$ cat config.mk
export PLATFORM = sky130hd
export DESIGN_NAME = dec38_pipe
export DESIGN_NICKNAME = d
export VERILOG_FILES = /design/src/rtl/dec38_pkg.sv /design/src/rtl/dec38_fifo2.sv /design/src/rtl/dec38_pipe.sv
export SDC_FILE = /design/constraint.sdc
export NUM_CORES = 1
export LEC_CHECK = 0
export CORE_ASPECT_RATIO = 1.2
export CORE_UTILIZATION = 43
export DETAILED_ROUTE_END_ITERATION = 6
export GPL_TIMING_DRIVEN = 0
export PLACE_DENSITY_LB_ADDON = 0.12
export SYNTH_ARGS = -nofsm -noshare
export SYNTH_HDL_FRONTEND = slang
export SYNTH_SLANG_ARGS = --single-unit
$ cat constraint.sdc
create_clock -name clk -period 1.4 [get_ports clk]
set_input_delay 0.14 -clock clk [delete_from_list [all_inputs] [get_ports clk]]
set_output_delay 0.14 -clock clk [all_outputs]
set_load 0.01 [all_outputs]
$ cat src/rtl/dec38_pkg.sv
// Shared types and helpers for the registered 3-to-8 decoder.
//   CODE_W        encoded index width
//   ONEHOT_W      decoded one-hot width (2**CODE_W)
//   dec38_entry_t buffered word: {none, code}
//   dec38_onehot  decode of one buffered word; 'none' forces all zeros
package dec38_pkg;

  localparam int unsigned CODE_W   = 3;
  localparam int unsigned ONEHOT_W = 1 << CODE_W;

  typedef struct packed {
    logic              none;
    logic [CODE_W-1:0] code;
  } dec38_entry_t;

  function automatic logic [ONEHOT_W-1:0] dec38_onehot(input dec38_entry_t entry);
    logic [ONEHOT_W-1:0] vec;
    vec = '0;
    if (!entry.none) vec[entry.code] = 1'b1;
    return vec;
  endfunction

endpackage

$ cat src/rtl/dec38_fifo2.sv
// Two-entry synchronous FIFO holding encoded decoder words.
// Ports:
//   clk, rst_n  clock, asynchronous active-low reset
//   push, wdata write request and data (ignored while full)
//   pop         read request (ignored while empty)
//   rdata       head entry (valid while !empty)
//   full, empty occupancy flags, registered state only
module dec38_fifo2 #(
  parameter int unsigned DEPTH = 2,
  parameter int unsigned W     = 4
) (
  input  logic         clk,
  input  logic         rst_n,
  input  logic         push,
  input  logic [W-1:0] wdata,
  input  logic         pop,
  output logic [W-1:0] rdata,
  output logic         full,
  output logic         empty
);

  localparam int unsigned PTR_W = (DEPTH > 1) ? $clog2(DEPTH) : 1;
  localparam int unsigned CNT_W = $clog2(DEPTH + 1);

  logic [W-1:0]     mem [DEPTH];
  logic [PTR_W-1:0] wr_ptr;
  logic [PTR_W-1:0] rd_ptr;
  logic [CNT_W-1:0] cnt;
  logic             do_push;
  logic             do_pop;

  assign full    = (cnt == CNT_W'(DEPTH));
  assign empty   = (cnt == '0);
  assign do_push = push && !full;
  assign do_pop  = pop && !empty;
  assign rdata   = mem[rd_ptr];

  // Pointers wrap naturally because DEPTH is a power of two.
  always_ff @(posedge clk or negedge rst_n) begin
    if (!rst_n) begin
      wr_ptr <= '0;
      rd_ptr <= '0;
      cnt    <= '0;
      for (int unsigned i = 0; i < DEPTH; i++) mem[i] <= '0;
    end else begin
      if (do_push) begin
        mem[wr_ptr] <= wdata;
        wr_ptr      <= wr_ptr + 1'b1;
      end
      if (do_pop) rd_ptr <= rd_ptr + 1'b1;
      unique case ({do_push, do_pop})
        2'b10:   cnt <= cnt + 1'b1;
        2'b01:   cnt <= cnt - 1'b1;
        default: cnt <= cnt;
      endcase
    end
  end

endmodule

$ cat src/rtl/dec38_pipe.sv
// Registered 3-to-8 decoder with ready/valid on both sides.
// Ports:
//   clk, rst_n           clock, asynchronous active-low reset
//   in_valid/in_ready    upstream handshake; in_ready = FIFO not full
//   in_code, in_none     encoded index; in_none forces an all-zero word
//   out_valid/out_ready  downstream handshake; out_valid = FIFO not empty
//   out_onehot           decode of the head entry, 0 when nothing buffered
//   seen, seen_clr       sticky OR of delivered words, synchronous clear
//   pop_cnt              count of delivered words, wraps modulo 256
module dec38_pipe #(
  parameter int unsigned DEPTH  = 2,
  parameter int unsigned CODE_W = 3
) (
  input  logic                   clk,
  input  logic                   rst_n,
  input  logic                   in_valid,
  output logic                   in_ready,
  input  logic [CODE_W-1:0]      in_code,
  input  logic                   in_none,
  output logic                   out_valid,
  input  logic                   out_ready,
  output logic [2**CODE_W-1:0]   out_onehot,
  output logic [2**CODE_W-1:0]   seen,
  input  logic                   seen_clr,
  output logic [7:0]             pop_cnt
);

  import dec38_pkg::*;

  dec38_entry_t wentry;
  dec38_entry_t head;
  logic         full;
  logic         empty;
  logic         push;
  logic         pop;

  assign wentry = '{none: in_none, code: in_code};

  dec38_fifo2 #(
    .DEPTH (DEPTH),
    .W     ($bits(dec38_entry_t))
  ) u_fifo (
    .clk   (clk),
    .rst_n (rst_n),
    .push  (push),
    .wdata (wentry),
    .pop   (pop),
    .rdata (head),
    .full  (full),
    .empty (empty)
  );

  assign in_ready  = !full;
  assign out_valid = !empty;
  assign push      = in_valid && in_ready;
  assign pop       = out_valid && out_ready;

  // Decoded straight from the registered head entry, so it stays put while
  // the word is stalled and has no path from the input side.
  always_comb begin
    out_onehot = '0;
    if (out_valid) out_onehot = dec38_onehot(head);
  end

  // Clear takes effect before the same-cycle pop contributes its bit.
  always_ff @(posedge clk or negedge rst_n) begin
    if (!rst_n) begin
      seen <= '0;
    end else if (seen_clr) begin
      seen <= pop ? out_onehot : '0;
    end else if (pop) begin
      seen <= seen | out_onehot;
    end
  end

  always_ff @(posedge clk or negedge rst_n) begin
    if (!rst_n) begin
      pop_cnt <= '0;
    end else if (pop) begin
      pop_cnt <= pop_cnt + 8'd1;
    end
  end

endmodule

* Word-level counts from Yosys, hierarchy flattened *
Index checks and enable logic that the tools add are counted.

operators by class
  add/sub/neg operators = 5
  order comparisons = 5
  eq/ne operators = 3
  multiplexer cells = 14
  bitwise operators = 3
  reductions and logical operators = 11

operators with widths
  cell                 count
  $mux 8               5
  $mux 4               4
  $add 8x1->8 const B  1
  $bwmux 8             1
  $or 8x8->8           1
  $logic_and 1x1->1    6
  $demux 4 s1          1
  $eq 2x2->1 const B   2
  $ge 2x2->1 const B   2
  $lt 3x4->1 const B   1
  $not 1->2            2
  $pmux 2 s2           1
  $reduce_bool 2->1    2
  $demux 1 s3          1
  $ge 3x1->1 const B   1
  $add 1x1->1 const B  2
  $add 2x1->2 const B  1
  $eq 2x1->1 const B   1
  $logic_not 1->1      2
  $logic_not 2->1      1
  $lt 2x1->1 const B   1
  $sub 2x1->2 const B  1
  $mux 1               1

word-level totals
  bits in registers = 28
  logic and storage cells = 48

* Depth between registers and ports, before layout *
Gate-level depths: netlist of run 1.

  depth in word-level cells = 13
  gate-level depth with buffers = 6
  mapped depth without buffers = 6

* By module *
Synthesis of run 1 repeated with hierarchy kept, for this count alone.

unflattened totals
  cells, all modules = 111
  area total of the unflattened synthesis = 1,300.0 sq um

by module, submodules not included
  module       instances  cells an instance  area each (sq um)  seq. area each (sq um)
  dec38_pipe   1          72                 743.2              400.4
  dec38_fifo2  1          39                 556.8              300.3

* Worst setup path after synthesis of run 1 *
OpenSTA, ideal clock, no wires.

  kind = flip-flop to flip-flop
  start point = register u_fifo.cnt[0]
  end point = register u_fifo.cnt[1]
  library setup time = 0.079 ns
  data arrival time = 1.405 ns
  path slack = -0.084 ns
  cell stages (with the launch flop) = 6
  buffers on the path = 0
  period minus slack after synthesis = 1.484 ns
  cell sequence = dfrtp_1 -> o21ai_2 -> inv_2 -> ha_1 -> nor2_1 -> xor2_1

on the way
  cells in the longest elaborated chain, start to end = 6

ends and longest elaborated chain
  element                                          line               source
  start, declared                                  dec38_fifo2.sv:28  logic [CNT_W-1:0] cnt;
  start signal, assigned                           dec38_fifo2.sv:52  2'b10: cnt <= cnt + 1'b1;
  start signal, assigned                           dec38_fifo2.sv:53  2'b01: cnt <= cnt - 1'b1;
  start signal, assigned                           dec38_fifo2.sv:54  default: cnt <= cnt;
  $logic_not 2->1 *                                dec38_fifo2.sv:33  assign empty = (cnt == '0);
  $logic_not 1->1 *                                dec38_pipe.sv:54   assign out_valid = !empty;
  $logic_and 1x1->1 *                              dec38_pipe.sv:56   assign pop = out_valid && out_ready;
  net pop                                          dec38_pipe.sv:35   logic pop;
  $logic_and 1x1->1 *                              dec38_fifo2.sv:35  assign do_pop = pop && !empty;
  $eq 2x1->1 or $eq 2x2->1 (tied branches)         dec38_fifo2.sv:51  unique case ({do_push, do_pop})
  $pmux 2 s2 or $reduce_bool 2->1 (tied branches)  --

Mark *: on every way through the listed nets, which the timed path passes. The rest lies on a longest branch.
A chain may end at the register's enable or synchronous reset.

* Final worst setup path of run 1 *
  start point = register u_fifo.rd_ptr
  end point = output out_onehot[5]

on the way
  cells in the longest elaborated chain, start to end = 10

ends and longest elaborated chain
  element                                                         line               source
  start, declared                                                 dec38_fifo2.sv:27  logic [PTR_W-1:0] rd_ptr;
  start signal, assigned                                          dec38_fifo2.sv:50  if (do_pop) rd_ptr <= rd_ptr + 1'b1;
  $not 1->2 (not written as such) *                               dec38_fifo2.sv:36  assign rdata = mem[rd_ptr];
  $mux 4 (not written as such) * (3 in a row)                     dec38_fifo2.sv:36
  $lt 3x4->1 (not written as such) or $ge 3x1->1 (tied branches)  dec38_pkg.sv:19    if (!entry.none) vec[entry.code] = 1'b1;
  $logic_and 1x1->1 (not written as such)                         dec38_pkg.sv:19
  $mux 1 (not written as such)                                    dec38_pkg.sv:19
  $demux 1 s3                                                     dec38_pkg.sv:19
  $mux 8 *                                                        dec38_pkg.sv:19
  $mux 8 *                                                        dec38_pipe.sv:62   if (out_valid) out_onehot = dec38_onehot(head);
  end, declared                                                   dec38_pipe.sv:22   output logic [2**CODE_W-1:0] out_onehot,

Mark *: on every way between the ends. The rest lies on a longest branch, timed or not. The select of a mux whose other input is x is not followed.

==> results of run 1 <==
[power by group]
| part | total, mW | internal [mW] | switching (mW) |
|---|---|---|---|
| registers | 1.41 | 1.15 | 0.259 |
| logic | 2.97 | 1.68 | 1.29 |
| clock network | 0.533 | 0.289 | 0.243 |
| total | 4.91 | 3.12 | 1.79 |
[placed cells by master, fill, tap and decap left out, drive strengths merged, types with 3 or more instances in the layout]
cell / netlist / layout
buf: 3 / 44
clkbuf: 0 / 3
clkdlybuf4s50: 0 / 7
dfrtp: 28 / 28
dlygate4sd2: 0 / 3
dlymetal6s2s: 0 / 13
inv: 9 / 9
mux2: 11 / 11
mux2i: 4 / 4
nand2: 8 / 8
nand4: 7 / 7
nor2: 10 / 10
o22ai: 8 / 8
xnor2: 8 / 8
xor2: 4 / 4
[cells by family (layout without fill, tap and decap cells)]
| group | after synthesis | after routing |
|---|---|---|
| DFF | 28 | 28 |
| adders and majority gates | 2 | 2 |
| AOI/OAI and AO/OA | 9 | 9 |
| muxes | 15 | 15 |
| xor gates and xnor gates | 12 | 12 |
| buffers and inverters | 12 | 80 |
| and+or+nand+nor | 33 | 33 |
[path summary, 6_finish.rpt]
kind                               start       endpoint  slack, ns  cells past startpoint
min in group clk                seen_clr        seen[6]       0.30                      2
max reg2reg                u_fifo.rd_ptr        seen[0]      -0.11                      7
max                        u_fifo.rd_ptr  out_onehot[5]      -0.46                      6
min                                rst_n  u_fifo.mem[5]       0.05                      1
min reg2reg                      seen[3]        seen[3]       0.55                      2
max in group asynchronous          rst_n  u_fifo.cnt[1]       0.54                      1
[registers in the layout, indices dropped and copies added, names as in the netlist]
register,count
pop_cnt,8
u_fifo.cnt,2
u_fifo.wr_ptr,1
seen,8
u_fifo.mem,8
u_fifo.rd_ptr,1
[area by class of cell]
class / instances / area (um^2) / share of cell area [%]
buffer: 2 / 15.0 / 0.707
clock buffer: 3 / 22.5 / 1.06
clock inverter: 1 / 30.0 / 1.41
inverter: 9 / 36.3 / 1.71
multi-input combinational: 71 / 699 / 32.9
sequential: 28 / 703 / 33.1
tap: 34 / 42.5 / 2.00
timing repair buffer: 65 / 574 / 27.0
[through the flow]
| stage | TNS (ns) | setup slack [ns] |
|---|---|---|
| after CTS | -3.17 | -0.394 |
| after detailed placement | -10.52 | -0.460 |
| after global placement | -7.82 | -0.400 |
| after global routing | -5.05 | -0.557 |
| final | -3.85 | -0.457 |
| after floorplan | 0 | 0.00843 |
[metal layers]
metal | track usage (%) | vias up | wire (um)
met2 | 35.1 | 30 | 1620
met5 | 0 | - | 0
met3 | 2.90 | 6 | 123
met1 | 25.9 | 511 | 1420
met4 | 7.57 | 0 | 41
li1 | - | 519 | -
[what timing repair did]
| action | in CTS | in global routing |
|---|---|---|
| pin swaps | 13 | 4 |
| setup buffers | 33 | 5 |
| resized for setup | 65 | 20 |
| setup endpoints to repair | 20 | 35 |
==> results.yml, run 1 <==
clock_tree:
  cts_buffers: 3
  holdBufCountCts: 0
  cts_tree: "done"
  insertion_delay_ns: 0.33
  path_clk_slew_ns: 0.16
  cts.sinks: 28
  htreeDepth: 1
  clockRootBuffer: "clkbuf_4"
  ctsLongestPathBuffers: 2
pwr:
  finalPower_mw: 4.91
  p_leak_nw: 1.19
  p_per_area_nw_per_um2: 2310
  peakVddDrop_v: 0.00140
timing:
  worst_slew_pin_slew_ns: 1.24
  fmax_ghz: 0.539
  setup_violations: 17
  finalHoldViolCount: 0
  layout_setup_ws_ns: -0.457
  fin_crit_sh_pct: 133
  rsz0062_at_grt: "yes"
  worst_hold_slack_ns: 0.0484
  maxSlewHeadroom_pct: 17.3
  skew_ns: 0.00711
  fin_crit_ns: 1.86
  finalMaxSlewViolations: 0
logic_synthesis:
  synth_top_family_by_area: "multiplexers"
  yosysWarnings: 0
  async_flop_share_pct: 100
  synthTopCellsByCount: "28 x dfrtp_1, 10 x nor2_1"
  yosys.area.top_type: "dfrtp_1"
  synth-compound-area-share_pct: 4.38
  synthDominantCellAreaShare_pct: 52.1
  synth.cell_area_um2: 1340
  synth.distinct_cells: 26
  synthSimpleGateAreaFrac_pct: 14.2
  synth-seq-cells: 28
  synthCells: 111
  synthAdderAreaFrac_pct: 1.86
  synth_nets: 122
  synth-seq-area-share_pct: 52.1
  synth-main-ff-cell: "dfrtp_1"
  syn_area_per_cell_um2: 12.1
  synthMuxAreaShare_pct: 15.6
  synth_area_leaders: "dfrtp_1 52%, mux2_4 8.9%, xnor2_1 5.2%, o22ai_1 3.7%, nand4_1 3.3%"
  synth_edf_count: 0
  yosysMostFrequentCell: "dfrtp_1"
  synth_xor_area_share_pct: 7.82
run_status:
  status: "complete, but fails checks"
  violations: "negative setup slack"
floorplanning:
  rows: 21
  ios: 35
  start_util_pct: 46.5
  die_area_um2: 3350
  core-area_um2: 2890
  die_x_um: 53.0
  fp.dieH_um: 63.2
grt:
  grt_overflow: 0
  grt_pass1_wl_um: 5130
  grt_pass1_vias: 1116
  grt_max_degree: 29
  grtUsageTotal_pct: 20.7
  antenna_found_initial: 0
cells_and_area:
  stdcell_area_um2: 2120
  n_antenna_cell: 0
  fillers: 189
  drive_gt1_share_pct: 45.8
  area_growth_syn_to_layout_pct: 58.0
  postLayoutCoreUtil_pct: 73.5
  final_cells: 213
  nNetsFinal: 191
flow_run:
  drv_cap: 0
detailed_routing:
  postRouteWirelength_um: 3200
  post-route-drc-count: 0
  vias: 1066
  vias_per_cell: 5.00
  wl_per_cell_um: 15.0
  first_pass_iters: 4
  drtAntennaViolNets: 0
  drtIter0Drc: 26
critical_path:
  path_cells: "buf_6 -> mux2i_4 -> nand4_1 -> buf_4 -> nor2_2 -> buf_2"
  max_stage_delay_ns: 0.38
  cp_max_fo: 7
  critPathRequiredTime_ns: 1.26
  cp-end-kind: "primary output"
  critPathLaunchType: "register"
  cp_slowest_cell: "dfrtp_1"
  critPathBufInv: 3
  path_class: "reg2out"
  crit_family: "buffers and inverters"
  cp.arrival_ns: 1.72
placed_design:
  postPlaceCellArea_um2: 1740
  portBuffers: 33
  hpwl_um: 1910
  gp_congestion: 0.700
  dp_cells: 178
min_path:
  hold_class: "in2async"
No activity file was read; power rests on OpenSTA's default activity.
==> inputs of run 2 (changes only) <==
--- a/config.mk
+++ b/config.mk
@@ -6,7 +6,7 @@
 export NUM_CORES = 1
 export LEC_CHECK = 0
 export CORE_ASPECT_RATIO = 1.2
-export CORE_UTILIZATION = 43
+export CORE_UTILIZATION = 40
 export DETAILED_ROUTE_END_ITERATION = 6
 export GPL_TIMING_DRIVEN = 0
 export PLACE_DENSITY_LB_ADDON = 0.12
==> run 2 against run 1 <==
The flow still finishes with violations (negative setup slack). Die area increased by 7.2%. Register-to-register slack lost 0.29 ns. Design area increased by 3.9%. Clock power grew 3%. Critical path depth unchanged. Hold slack improved by 0.22 ns. Core utilization is 3.2 points lower. Wire length rose by 3.0%. First-iteration DRC count shrank 38%. Worst setup slack worse by 0.030 ns. Global-route usage is 0.46 points lower. Power up 6.6%. Critical path type unchanged. Highest routed layer unchanged.
==> results.yml, run 2 (same netlist as run 1, synthesis figures left out) <==
pwr:
  internal-power_mw: 3.33
  switching_share_pct: 36.2
  p_per_area_nw_per_um2: 2370
  seqPwrFrac_pct: 26.6
  power_frac_clock_pct: 10.5
  p_leak_nw: 1.20
  p_switching_mw: 1.89
  finalPower_mw: 5.23
  combPwrFrac_pct: 62.9
  peakVddDrop_v: 0.00129
critical_path:
  cp-end-kind: "primary output"
  cp_max_fo: 8
  crit_family: "buffers and inverters"
  critPathBufInv: 3
  path_class: "reg2out"
  critPathRequiredTime_ns: 1.26
  cp-startpoint: "u_fifo.rd_ptr"
  r2r_start: "u_fifo.rd_ptr"
  cp_slowest_cell: "dfrtp_1"
  path_cells: "buf_6 -> mux2i_1 -> nand4_1 -> buf_4 -> nor2_2 -> buf_2"
  cp.arrival_ns: 1.75
  critPathLaunchType: "register"
  max_stage_delay_ns: 0.38
grt:
  use_met2_pct: 37.3
  grt_overflow: 0
  grt_max_degree: 29
  use_met3_pct: 2.78
  antenna_found_initial: 0
  grtUsageTotal_pct: 20.2
  met1_usage_pct: 22.8
  busiest_layer: "met2"
  grt_pass1_wl_um: 5250
  grt_pass1_vias: 1137
clock_tree:
  clockRootBuffer: "clkbuf_4"
  cts_buffers: 3
  insertion_delay_ns: 0.34
  path_clk_slew_ns: 0.16
  cts.sinks: 28
  ctsLongestPathBuffers: 2
  cts_tree: "done"
  htreeDepth: 1
placed_design:
  portBuffers: 33
  dp_cells: 180
  gp_congestion: 0.682
  place_ws_ns: -0.425
  hpwl_um: 1840
floorplanning:
  ios: 35
  fp.dieH_um: 65.5
  die_x_um: 54.9
  die_area_um2: 3600
  rows: 22
  core-area_um2: 3140
  start_util_pct: 42.8
cells_and_area:
  postLayoutCoreUtil_pct: 70.3
  multi_input_area_um2: 708
  final_common_cell: "buf_4"
  reg_top3: "pop_cnt (8), seen (8), u_fifo.mem (8)"
  fillers: 233
  final_cell_mix: "29 x buf_4, 26 x dfrtp_1, 13 x buf_6, 10 x dlymetal6s2s_1"
  area_growth_syn_to_layout_pct: 64.2
  drive_gt1_share_pct: 49.2
  area.sequential_um2: 703
  n_antenna_cell: 0
  final_cells: 223
  nNetsFinal: 199
timing:
  fmax_ghz: 0.530
  layout_setup_ws_ns: -0.487
  fin_crit_ns: 1.89
  maxSlewHeadroom_pct: 58.3
  rsz0062_at_grt: "yes"
  worst_slew_pin_slew_ns: 0.625
  fin_crit_sh_pct: 135
  finalMaxSlewViolations: 0
  skew_ns: 0.00718
  worst_hold_slack_ns: 0.268
  finalHoldViolCount: 0
  setup_violations: 16
detailed_routing:
  drtAntennaViolNets: 0
  postRouteWirelength_um: 3290
  drtIter0Drc: 16
  wl_per_cell_um: 14.8
  post-route-drc-count: 0
  first_pass_iters: 5
  vias: 1117
  vias_per_cell: 5.01
min_path:
  hold_class: "in2reg"
  holdCritStartpoint: "seen_clr"
run_status:
  status: "complete, but fails checks"
  violations: "negative setup slack"
flow_run:
  drv_cap: 0
## run 2: cell count changes in the layout (fill, tap and decap cells not counted), sizes merged
cell / delta
buf: +8
clkdlybuf4s50: -1
dlygate4sd2: +3
dlygate4sd3: +1
dlymetal6s2s: -3
## run 2: layer usage
metal  vias to the layer above  part of all wire, %  routed length, um
met5                         -                    0                  0
met4                         0                  2.3                 76
met3                         6                  3.4                111
met2                        28                   53               1750
met1                       546                   41               1350
li1                        537                    -                  -
## run 2: cell type report
class                           count  area share, %
Sequential cell                    28           31.9
Buffer                              2          0.681
Multi-Input combinational cell     71           32.1
Inverter                            9           1.64
Timing Repair Buffer               73           29.3
Clock buffer                        3           1.02
Clock inverter                      1           1.36
Tap cell                           36           2.04
## run 2: worst paths after layout
check                                     end  slack [ns]  cells past startpoint
worst max-delay path            out_onehot[4]       -0.49                      6
worst min-delay path                  seen[1]        0.27                      2
min in group asynchronous             seen[1]        0.34                      2
worst max register to register        seen[2]       -0.40                     10
max in group asynchronous       u_fifo.cnt[0]        0.62                      2
worst min register to register        seen[4]        0.54                      2
## run 2: metrics by stage
step	area [um^2]	setup TNS (ns)
4_1_cts	2210	-4.49
3_3_place_gp	1740	-10.59
6_report	2210	-4.73
2_1_floorplan	1370	0
3_5_place_dp	1740	-10.93
5_1_grt	2210	-6.48
## run 2: repair_timing
action / in CTS / in global routing
gates resized for setup: 82 / 21
buffers inserted: 51 / 8
hold buffers: 0 / 1
pin swaps: 13 / 7
hold endpoints to repair: 0 / 28
setup endpoints to repair: 23 / 28
## run 2: power by group through the flow
| stage | Clock [mW] | Sequential, mW | Combinational (mW) |
|---|---|---|---|
| floorplan | 0 | 1.52 | 1.28 |
| global placement | 0 | 1.49 | 2.05 |
| detailed placement | 0 | 1.51 | 2.08 |
| CTS | 0.550 | 1.39 | 3.30 |
| global route | 0.588 | 1.42 | 3.55 |
| finish | 0.548 | 1.39 | 3.29 |
==> inputs of run 3 (changes only) <==
--- a/config.mk
+++ b/config.mk
@@ -5,6 +5,7 @@
 export SDC_FILE = /design/constraint.sdc
 export NUM_CORES = 1
 export LEC_CHECK = 0
+export ABC_CLOCK_PERIOD_IN_PS = 1400
 export CORE_ASPECT_RATIO = 1.2
 export CORE_UTILIZATION = 40
 export DETAILED_ROUTE_END_ITERATION = 6
==> results of run 3 <==
Final layout, timing and power as in run 2 (identical DEF).
